File: src/rtl/mul_share_ctrl.sv
// mul_share_ctrl: round-robin arbiter that time-shares one combinational
// multiplier among NREQ requesters, each with valid/ready request and response.
//
// state   | meaning
// IDLE    | no operation in flight; grant is combinational from req_valid
// COMPUTE | captured operands drive the multiplier; product sampled this cycle
// RESPOND | product held on rsp_product until the owning requester accepts it
module mul_share_ctrl #(
  parameter int NREQ = 2,
  parameter int W    = 4
) (
  input  logic              clk,
  input  logic              rst_n,
  input  logic [NREQ-1:0]   req_valid,
  output logic [NREQ-1:0]   req_ready,
  input  logic [NREQ*W-1:0] req_a,
  input  logic [NREQ*W-1:0] req_b,
  output logic [NREQ-1:0]   rsp_valid,
  input  logic [NREQ-1:0]   rsp_ready,
  output logic [2*W-1:0]    rsp_product,
  output logic [W-1:0]      mul_a,
  output logic [W-1:0]      mul_b,
  input  logic [2*W-1:0]    mul_product,
  output logic              busy,
  output logic [7:0]        op_count
);

  localparam int IW = (NREQ > 1) ? $clog2(NREQ) : 1;

  typedef enum logic [1:0] {
    IDLE    = 2'd0,
    COMPUTE = 2'd1,
    RESPOND = 2'd2
  } state_t;

  state_t          state;
  state_t          state_nxt;
  logic [IW-1:0]   ptr;
  logic [IW-1:0]   owner;
  logic [IW-1:0]   grant_idx;
  logic [IW-1:0]   ptr_nxt;
  logic            grant_any;
  logic [NREQ-1:0] grant_oh;
  logic [W-1:0]    op_a;
  logic [W-1:0]    op_b;
  logic [W-1:0]    sel_a;
  logic [W-1:0]    sel_b;
  logic [2*W-1:0]  res;
  logic            accept;
  logic            done;

  // Search order is ptr, ptr+1, ... so the first hit in k wins.
  always_comb begin
    grant_any = 1'b0;
    grant_idx = '0;
    for (int k = 0; k < NREQ; k++) begin
      for (int i = 0; i < NREQ; i++) begin
        if (!grant_any && req_valid[i] && (((int'(ptr) + k) % NREQ) == i)) begin
          grant_any = 1'b1;
          grant_idx = IW'(i);
        end
      end
    end
  end

  always_comb begin
    grant_oh = '0;
    sel_a    = '0;
    sel_b    = '0;
    for (int i = 0; i < NREQ; i++) begin
      grant_oh[i] = grant_any && (int'(grant_idx) == i);
      if (int'(grant_idx) == i) begin
        sel_a = req_a[i*W +: W];
        sel_b = req_b[i*W +: W];
      end
    end
  end

  assign ptr_nxt = (int'(owner) == NREQ - 1) ? '0 : owner + IW'(1);

  // FSM: state register
  always_ff @(posedge clk or negedge rst_n) begin
    if (!rst_n) begin
      state <= IDLE;
    end else begin
      state <= state_nxt;
    end
  end

  // FSM: next state
  always_comb begin
    state_nxt = state;
    case (state)
      IDLE:    if (accept) state_nxt = COMPUTE;
      COMPUTE: state_nxt = RESPOND;
      RESPOND: if (done) state_nxt = IDLE;
      default: state_nxt = IDLE;
    endcase
  end

  // FSM: outputs
  always_comb begin
    req_ready = '0;
    rsp_valid = '0;
    for (int i = 0; i < NREQ; i++) begin
      req_ready[i] = (state == IDLE) && grant_oh[i];
      rsp_valid[i] = (state == RESPOND) && (int'(owner) == i);
    end
    accept = |(req_valid & req_ready);
    done   = |(rsp_valid & rsp_ready);
    busy   = (state != IDLE);
  end

  // Datapath registers; operands are only sampled on the handshake edge.
  always_ff @(posedge clk or negedge rst_n) begin
    if (!rst_n) begin
      ptr      <= '0;
      owner    <= '0;
      op_a     <= '0;
      op_b     <= '0;
      res      <= '0;
      op_count <= '0;
    end else begin
      if (state == IDLE && accept) begin
        op_a  <= sel_a;
        op_b  <= sel_b;
        owner <= grant_idx;
      end
      if (state == COMPUTE) begin
        res <= mul_product;
      end
      if (state == RESPOND && done) begin
        ptr      <= ptr_nxt;
        op_count <= op_count + 8'd1;
      end
    end
  end

  assign mul_a       = op_a;
  assign mul_b       = op_b;
  assign rsp_product = res;

endmodule

File: config.mk
export PLATFORM = sky130hd
export DESIGN_NAME = mul_share_ctrl
export DESIGN_NICKNAME = d
export VERILOG_FILES = /design/src/rtl/mul_share_ctrl.sv
export SDC_FILE = /design/constraint.sdc
export NUM_CORES = 1
export LEC_CHECK = 0
export ABC_AREA = 1
export CORE_MARGIN = 5
export CORE_UTILIZATION = 38
export DETAILED_ROUTE_END_ITERATION = 6
export GPL_TIMING_DRIVEN = 0
export PLACE_DENSITY = 0.76
export RECOVER_POWER = 50
export SETUP_SLACK_MARGIN = 0.05
export SLEW_MARGIN = 20
export SYNTH_ARGS = -nofsm -noshare
export SYNTH_HDL_FRONTEND = slang
export SYNTH_SLANG_ARGS = --single-unit
File: constraint.sdc
create_clock -name clk -period 1.11 [get_ports clk]
set_input_delay 0.1665 -clock clk [delete_from_list [all_inputs] [get_ports clk]]
set_output_delay 0.1665 -clock clk [all_outputs]
set_load 0.03 [all_outputs]
# Yosys cells after proc, flatten, opt, wreduce, memory -nomap -nowiden
# Index checks and enable logic that the tools add are counted.
dict set report op_classes {
  n_addsub 3
  eq_ne 5
  mux 13
  bitwise 5
  reduce_logical 25
}
# op n
set ops {}
lappend ops {{$logic_not A32 Y1} 2}
lappend ops {{$logic_and A1 B1 Y1} 15}
lappend ops {{$add A8 B1 Y8 const B} 1}
lappend ops {{$mux W1} 8}
lappend ops {{$mux W4} 2}
lappend ops {{$pmux W2 S3} 1}
lappend ops {{$and A2 B2 Y2} 2}
lappend ops {{$eq A2 B2 Y1 const B} 2}
lappend ops {{$mux W2} 2}
lappend ops {{$ne A2 B2 Y1 const B} 2}
lappend ops {{$reduce_or A2 Y1} 2}
lappend ops {{$logic_not A1 Y1} 3}
lappend ops {{$add A1 B1 Y1 const B} 2}
lappend ops {{$eq A2 B1 Y1 const B} 1}
lappend ops {{$logic_not A2 Y1} 1}
lappend ops {{$not A1 Y1} 2}
lappend ops {{$reduce_and A2 Y1} 1}
lappend ops {{$reduce_bool A2 Y1} 1}
lappend ops {{$and A1 B1 Y1 const A} 1}
dict set report totals {
  regBits 28
  input_bits 30
  out_inout_bits 29
  word_cells 58
}

# Depth between registers and ports, before layout
# Gate-level depths: netlist (run 1).
dict set report depth {
  depth_word 22
  ltp_mapped 7
}

# Worst setup path before layout (run 1)
# No wires, ideal clock.
dict set report synth_path {
  kind {flip-flop to flip-flop}
  start {register state[1]}
  end {register owner}
  arrival_ns 1.280
  required_time_ns 1.032
  slack_ns -0.248
  stages_incl_launch_ff 5
  path_buffers 0
  synth_period_minus_slack_ns 1.358
  cell_sequence {dfrtp_1 -> inv_2 -> nand2_2 -> nor2_1 -> o21bai_1}
}
dict set report synth_between {
  elab_chain_len 5
  word_cells_on_any_way 6
  cone_classes {bitwise: 1; reduce/logical: 5}
}
# item line_no
set synth_lines {}
lappend synth_lines {{start: declaration} 36} ;# state_t state;
lappend synth_lines {{start signal: assignment} 86} ;# state <= state_nxt;
lappend synth_lines {{$logic_not A2 Y1} 106} ;# req_ready[i] = (state == IDLE) && grant_oh[i];
lappend synth_lines {{$logic_and A1 B1 Y1} 106}
lappend synth_lines {{named net req_ready[1]} 15} ;# output logic [NREQ-1:0] req_ready,
lappend synth_lines {{$and A2 B2 Y2} 109} ;# accept = |(req_valid & req_ready);
lappend synth_lines {{$reduce_or A2 Y1} 109}
lappend synth_lines {{$logic_and A1 B1 Y1} 124} ;# if (state == IDLE && accept) begin
lappend synth_lines {{end signal: assignment} 127} ;# owner <= grant_idx;
lappend synth_lines {{end: declaration} 39} ;# logic [IW-1:0] owner;
# The timed path passes the listed nets, and every way through them passes these cells.
# A chain may end at the register's enable or synchronous reset.

# Worst setup path in the final report (run 1)
dict set report layout_path {
  start {register state[1]}
  end {output req_ready[0]}
}
dict set report layout_between {
  elab_chain_len 2
}
# item line_no
set layout_lines {}
lappend layout_lines {{$logic_not A2 Y1} 106}
lappend layout_lines {{$logic_and A1 B1 Y1} 106}
lappend layout_lines {{end: declaration} 15}
# Every way passes these cells.

==> flow_metrics.env, run 1 <==
export IMPL_endpoint_kind="primary output"
export IMPL_dr_first_iter_drc_count=88
export IMPL_peakVddDrop_mv=2.11
export IMPL_grt_max_degree=29
export IMPL_drv_cap=0
export IMPL_routabilityCongestion=0.863
export IMPL_place_hpwl_um=2630
export IMPL_hp_start="req_valid[1]"
export IMPL_hp_class="in2reg"
export IMPL_path_cells="inv_2, nand2_4, nor2_4, buf_6, nand2_4, clkinv_4, buf_6"
export IMPL_synth_cell_types=20
export IMPL_hold_viol_final=0
export IMPL_place_ws_ps=-861
export IMPL_yosys_register_bits=28
export IMPL_min_path_cells=3
export IMPL_io_pins=59
export IMPL_finalMaxSlewViolations=0
export IMPL_drive_gt1_frac=0.488
export IMPL_syn_num_nets=179
export IMPL_fp_dieH_um=70.0
export IMPL_first_pass_iters=4
export IMPL_critPathKind="reg2out"
export IMPL_core_um2=3420
export IMPL_synth_seq_area_share=0.512
export IMPL_grt_total_usage=0.171
export IMPL_clock_latency_ps=330
export IMPL_rows=21
export IMPL_min_period_ps=1520
export IMPL_antenna_cells=0
export IMPL_grt_ovfl_total=0
export IMPL_grt_pass1_wl_um=6930
export IMPL_netlist_area_um2=1370
export IMPL_tns_ps=-6680
export IMPL_root_buffer="clkbuf_4"
export IMPL_setup_ws_ps=-407
export IMPL_path_clk_slew_ps=150
export IMPL_fin_nets=278
export IMPL_fin_cells=292
export IMPL_vias_per_cell=4.85
export IMPL_drc=0
export IMPL_fmax_mhz=659
export IMPL_avgSynthCellArea_um2=9.24
export IMPL_synthTopCellsByArea="dfrtp_1, nand2_1, mux2_2"
export IMPL_critPathMaxStageDelay_ps=430
export IMPL_cp_max_fo=3
export IMPL_grt_setup_unrepaired="yes"
export IMPL_fp_dieW_um=70.0
export IMPL_finalSetupViolCount=34
export IMPL_netlist_instances=148
export IMPL_crit_path_start_kind="flip-flop"
export IMPL_initial_utilization=0.400
export IMPL_num_vias=1417
export IMPL_die_area_um2=4900
export IMPL_worst_pin_slew_ps=704
export IMPL_cts_tree="yes"
export IMPL_fin_crit_sh=1.37
export IMPL_detail_route_antenna_nets=0
export IMPL_cts_sink_count=28
export IMPL_final_common_cell="nand2_1"
export IMPL_syn_to_final_growth_pct=84.4
export IMPL_p_per_area_nw_per_um2=3010
export IMPL_skew_ps=6.38
export IMPL_htreeDepth=1
export IMPL_synth_top_cell_area_share=0.512
export IMPL_status="finished, violations left"
export IMPL_grt_pass1_vias=1514
export IMPL_drt_total_wl_um=3940
export IMPL_total_power_mw=7.59
export IMPL_crit_start="state[1]"
export IMPL_violations="setup timing"
export IMPL_place_inst=251
export IMPL_ff2ff_path_depth=9
export IMPL_worstReg2RegStart="state[0]"
export IMPL_leakage_nw=1.20
export IMPL_cts_buffers=3
export IMPL_grt_antenna_before_repair=0
export IMPL_portBuffers=57
export IMPL_wl_per_cell_um=13.5
export IMPL_max_slew_margin=0.531
export IMPL_arrival_ps=1350
export IMPL_ys_warn_count=0
export IMPL_slowest_stage="dfrtp_1"
export IMPL_synth_top_area_cell="dfrtp_1"
export IMPL_cts_max_path_buffers=2
export IMPL_cp_required_ps=940
export IMPL_most_common_layout_cells="nand2_1, buf_6, buf_4"
logic make-up after synthesis:
kind of cell,synth area share
AO/OA/AOI/OAI,0.134
flip-flops,0.512
adder cells (fa/ha/maj),0.00915
buffers and inverters,0.0604
XOR/XNOR,0.0192
AND/OR/NAND/NOR,0.199
multiplexers,0.0659
metal layers:
layer	vias to the layer above	track usage	part of all wire
li1	680	-	-
met1	681	0.199	0.40
met2	50	0.303	0.51
met3	6	0.0560	0.075
met4	0	0.0426	0.015
met5	-	0	0
per-stage QoR:
stage / instance area (um2) / hold WS [ps] / utilization
finish: 2520 / 191 / 0.738
CTS: 2450 / 176 / 0.719
detailed placement: 2050 / 222 / 0.600
floorplan: 1430 / -129 / -
global placement: 2050 / 466 / 0.601
global route: 2520 / 196 / 0.738
cell type report:
| type | instances | area (um2) |
|---|---|---|
| Tap cell | 46 | 57.6 |
| Sequential cell | 28 | 709 |
| Buffer | 3 | 33.8 |
| Clock buffer | 3 | 22.5 |
| Timing Repair Buffer | 93 | 886 |
| Inverter | 13 | 53.8 |
| Fill cell | 261 | 893 |
| Multi-Input combinational cell | 105 | 729 |
| Clock inverter | 1 | 30.0 |
synth_stat cells (all sizes together):
cell    number
xor2         3
o21ai       22
nor2         9
nand2       46
mux2         8
inv         13
dfrtp       28
nand4        2
a21oi        8
ha           1
nand3        3
nor3         1
o21bai       1
buf          3
critical path, delay by kind of cell, from the launching register on:
family	cells	cell delay, ps
flip-flops	1	430
AND/OR/NAND/NOR	3	230
buffers and inverters	4	370
path summary, 6_finish.rpt:
path,endpoint,slack (ps)
min,mul_a[0],190
max in group asynchronous,op_count[6],220
max reg2reg,op_count[2],-360
min in group asynchronous,rsp_product[5],390
max,req_ready[0],-410
min reg2reg,mul_b[1],540
state kept, by name, indices dropped and copies added, names as in the netlist:
| register | count |
|---|---|
| op_count | 8 |
| rsp_product | 8 |
| mul_a | 4 |
| mul_b | 4 |
| state | 2 |
| owner | 1 |
| ptr | 1 |
where the power goes:
group	switching (mW)	total [mW]	internal (mW)	leakage (nW)
Clock	0.301	0.666	0.365	0.0279
Sequential	0.391	1.89	1.50	0.335
Combinational	2.55	5.03	2.48	0.837
repair_timing:
item	4_1_cts	5_1_grt
hold buffers	1	0
endpoints found under the hold margin	28	0
endpoints found under the setup margin	55	57
pin swaps	6	1
resized for setup	228	5
cloned	2	0
buffers inserted	27	11
No activity file was read; power rests on OpenSTA's default activity.
==> run 2, diff against run 1 <==
Settings changed: CORE_UTILIZATION 38 to 55, DONT_BUFFER_PORTS from default to 1, PLACE_DENSITY 0.76 to 0.73.
==> run 2 against run 1 <==
Compared with the run above: the run still ends with setup timing left; global-route usage is 4.1 points higher; clock-buffer cell count up 1; wire length down 4.9%; combinational power decreased by 46%; sequential share of layout area rose by 9.5 points; register-to-register slack improved by 70 ps; final cell count shrank 25%; flip-flop and latch count unchanged; first-iteration DRC count down 26%; critical path depth decreased by 1; non-clock buffer count down 58; power fell by 22%.
==> flow_metrics.env, run 2 (same netlist as run 1, synthesis figures left out) <==
export IMPL_fin_util=0.798
export IMPL_power_frac_seq=0.472
export IMPL_dr_first_iter_drc_count=65
export IMPL_syn_to_final_growth_pct=42.0
export IMPL_skew_ps=11.9
export IMPL_hp_start="req_b[7]"
export IMPL_drive_gt1_frac=0.473
export IMPL_crit_start="state[1]"
export IMPL_final_common_cell="nand2_1"
export IMPL_cts_buffers=3
export IMPL_most_common_layout_cells="nand2_1, dfrtp_2, dlygate4sd3_1"
export IMPL_vias_per_cell=5.57
export IMPL_violations="setup timing"
export IMPL_cts_tree="yes"
export IMPL_fin_crit_sh=1.35
export IMPL_grt_antenna_before_repair=0
export IMPL_min_period_ps=1500
export IMPL_root_buffer="clkbuf_4"
export IMPL_grt_total_usage=0.213
export IMPL_finalMaxSlewViolations=0
export IMPL_finalSetupViolCount=33
export IMPL_combPwrFrac=0.455
export IMPL_io_pins=59
export IMPL_portBuffers=0
export IMPL_place_area_um2=1460
export IMPL_peakVddDrop_mv=2.65
export IMPL_fillCellCount=146
export IMPL_hp_class="in2reg"
export IMPL_detail_route_antenna_nets=0
export IMPL_path_clk_slew_ps=150
export IMPL_fp_dieH_um=59.9
export IMPL_routabilityCongestion=0.854
export IMPL_leakage_nw=0.841
export IMPL_grt_setup_unrepaired="yes"
export IMPL_switching_power_mw=2.99
export IMPL_drt_total_wl_um=3750
export IMPL_grt_pass1_vias=1311
export IMPL_first_pass_iters=4
export IMPL_grt_max_degree=29
export IMPL_cts_max_path_buffers=2
export IMPL_die_area_um2=3580
export IMPL_num_vias=1214
export IMPL_fin_area_um2=1940
export IMPL_wl_per_cell_um=17.2
export IMPL_internal_power_mw=2.95
export IMPL_core_um2=2430
export IMPL_max_slew_margin=0.544
export IMPL_critPathMaxStageDelay_ps=430
export IMPL_p_sw_frac=0.503
export IMPL_fin_hold_ws_ps=7.54
export IMPL_endpoint_kind="primary output"
export IMPL_worst_pin_slew_ps=683
export IMPL_rows=18
export IMPL_place_hpwl_um=2230
export IMPL_clock_latency_ps=330
export IMPL_fmax_mhz=669
export IMPL_arrival_ps=1330
export IMPL_grt_pass1_wl_um=5750
export IMPL_hold_viol_final=0
export IMPL_fin_nets=220
export IMPL_critPathKind="reg2out"
export IMPL_slowest_stage="dfrtp_1"
export IMPL_p_clk_frac=0.073
export IMPL_grt_ovfl_total=0
export IMPL_antenna_cells=0
export IMPL_drc=0
export IMPL_cp_required_ps=940
export IMPL_initial_utilization=0.562
export IMPL_p_per_area_nw_per_um2=3060
export IMPL_cp_max_fo=3
export IMPL_cts_sink_count=28
export IMPL_path_cells="inv_2, nand2_8, nor2_4, buf_6, nand2_4, inv_6"
export IMPL_worstReg2RegStart="state[1]"
export IMPL_htreeDepth=1
export IMPL_crit_path_start_kind="flip-flop"
export IMPL_fp_dieW_um=59.9
export IMPL_status="finished, violations left"
export IMPL_drv_cap=0
export IMPL_setup_ws_ps=-385
-- run 2: area by class of cell --
| cell class | instances | area, um2 | share of cell area |
|---|---|---|---|
| tap | 30 | 37.5 | 0.0193 |
| multi-input combinational | 105 | 714 | 0.368 |
| clock buffer | 4 | 26.3 | 0.0135 |
| sequential | 28 | 731 | 0.376 |
| timing repair buffer | 35 | 339 | 0.175 |
| inverter | 13 | 60.1 | 0.0309 |
| buffer | 3 | 33.8 | 0.0174 |
-- run 2: worst paths after layout --
check                                       to  slack [ps]  depth (start not counted)
worst max register to register        mul_b[2]        -290                          8
min in group asynchronous          op_count[7]         390                          2
worst max-delay path              req_ready[0]        -390                          6
worst min register to register             ptr         600                          2
max in group asynchronous       rsp_product[5]         230                          2
worst min-delay path                  mul_b[3]           8                          2
-- run 2: critical path: cells and delay by family (launching register included) --
| kind | cells | cell delay [ps] |
|---|---|---|
| flip-flops | 1 | 430 |
| AND/OR/NAND/NOR | 3 | 260 |
| buffers and inverters | 3 | 300 |
-- run 2: timing repair --
| action | CTS | global route |
|---|---|---|
| setup buffers | 12 | 4 |
| hold buffers | 16 | 2 |
| pin swaps | 10 | 4 |
| hold endpoints to repair | 41 | 1 |
| resized for setup | 16 | 26 |
| endpoints found under the setup margin | 35 | 51 |
| gates cloned | 2 | 1 |
-- run 2: metrics by stage --
step / instances / setup slack (ps) / power (mW) / TNS, ps
2_1_floorplan: 148 / -29.7 / 4.10 / -64.6
6_report: 218 / -385 / 5.94 / -6220
3_3_place_gp: 178 / -136 / 4.35 / -711
4_1_cts: 212 / -372 / 5.48 / -4020
5_1_grt: 218 / -451 / 6.25 / -8020
3_5_place_dp: 178 / -174 / 4.48 / -1440
-- run 2: power groups by stage --
stage	combinational (mW)	clock, mW	sequential, mW
3_3_place_gp	1.63	0	2.72
3_5_place_dp	1.73	0	2.75
2_1_floorplan	1.48	0	2.62
6_report	2.70	0.434	2.80
5_1_grt	2.93	0.479	2.85
4_1_cts	2.31	0.444	2.73
-- run 2: routing by layer --
layer,track usage,up-vias,share of wire
li1,-,568,-
met5,0,-,0
met4,0.0791,0,0.021
met2,0.400,47,0.55
met1,0.222,591,0.36
met3,0.0562,8,0.073
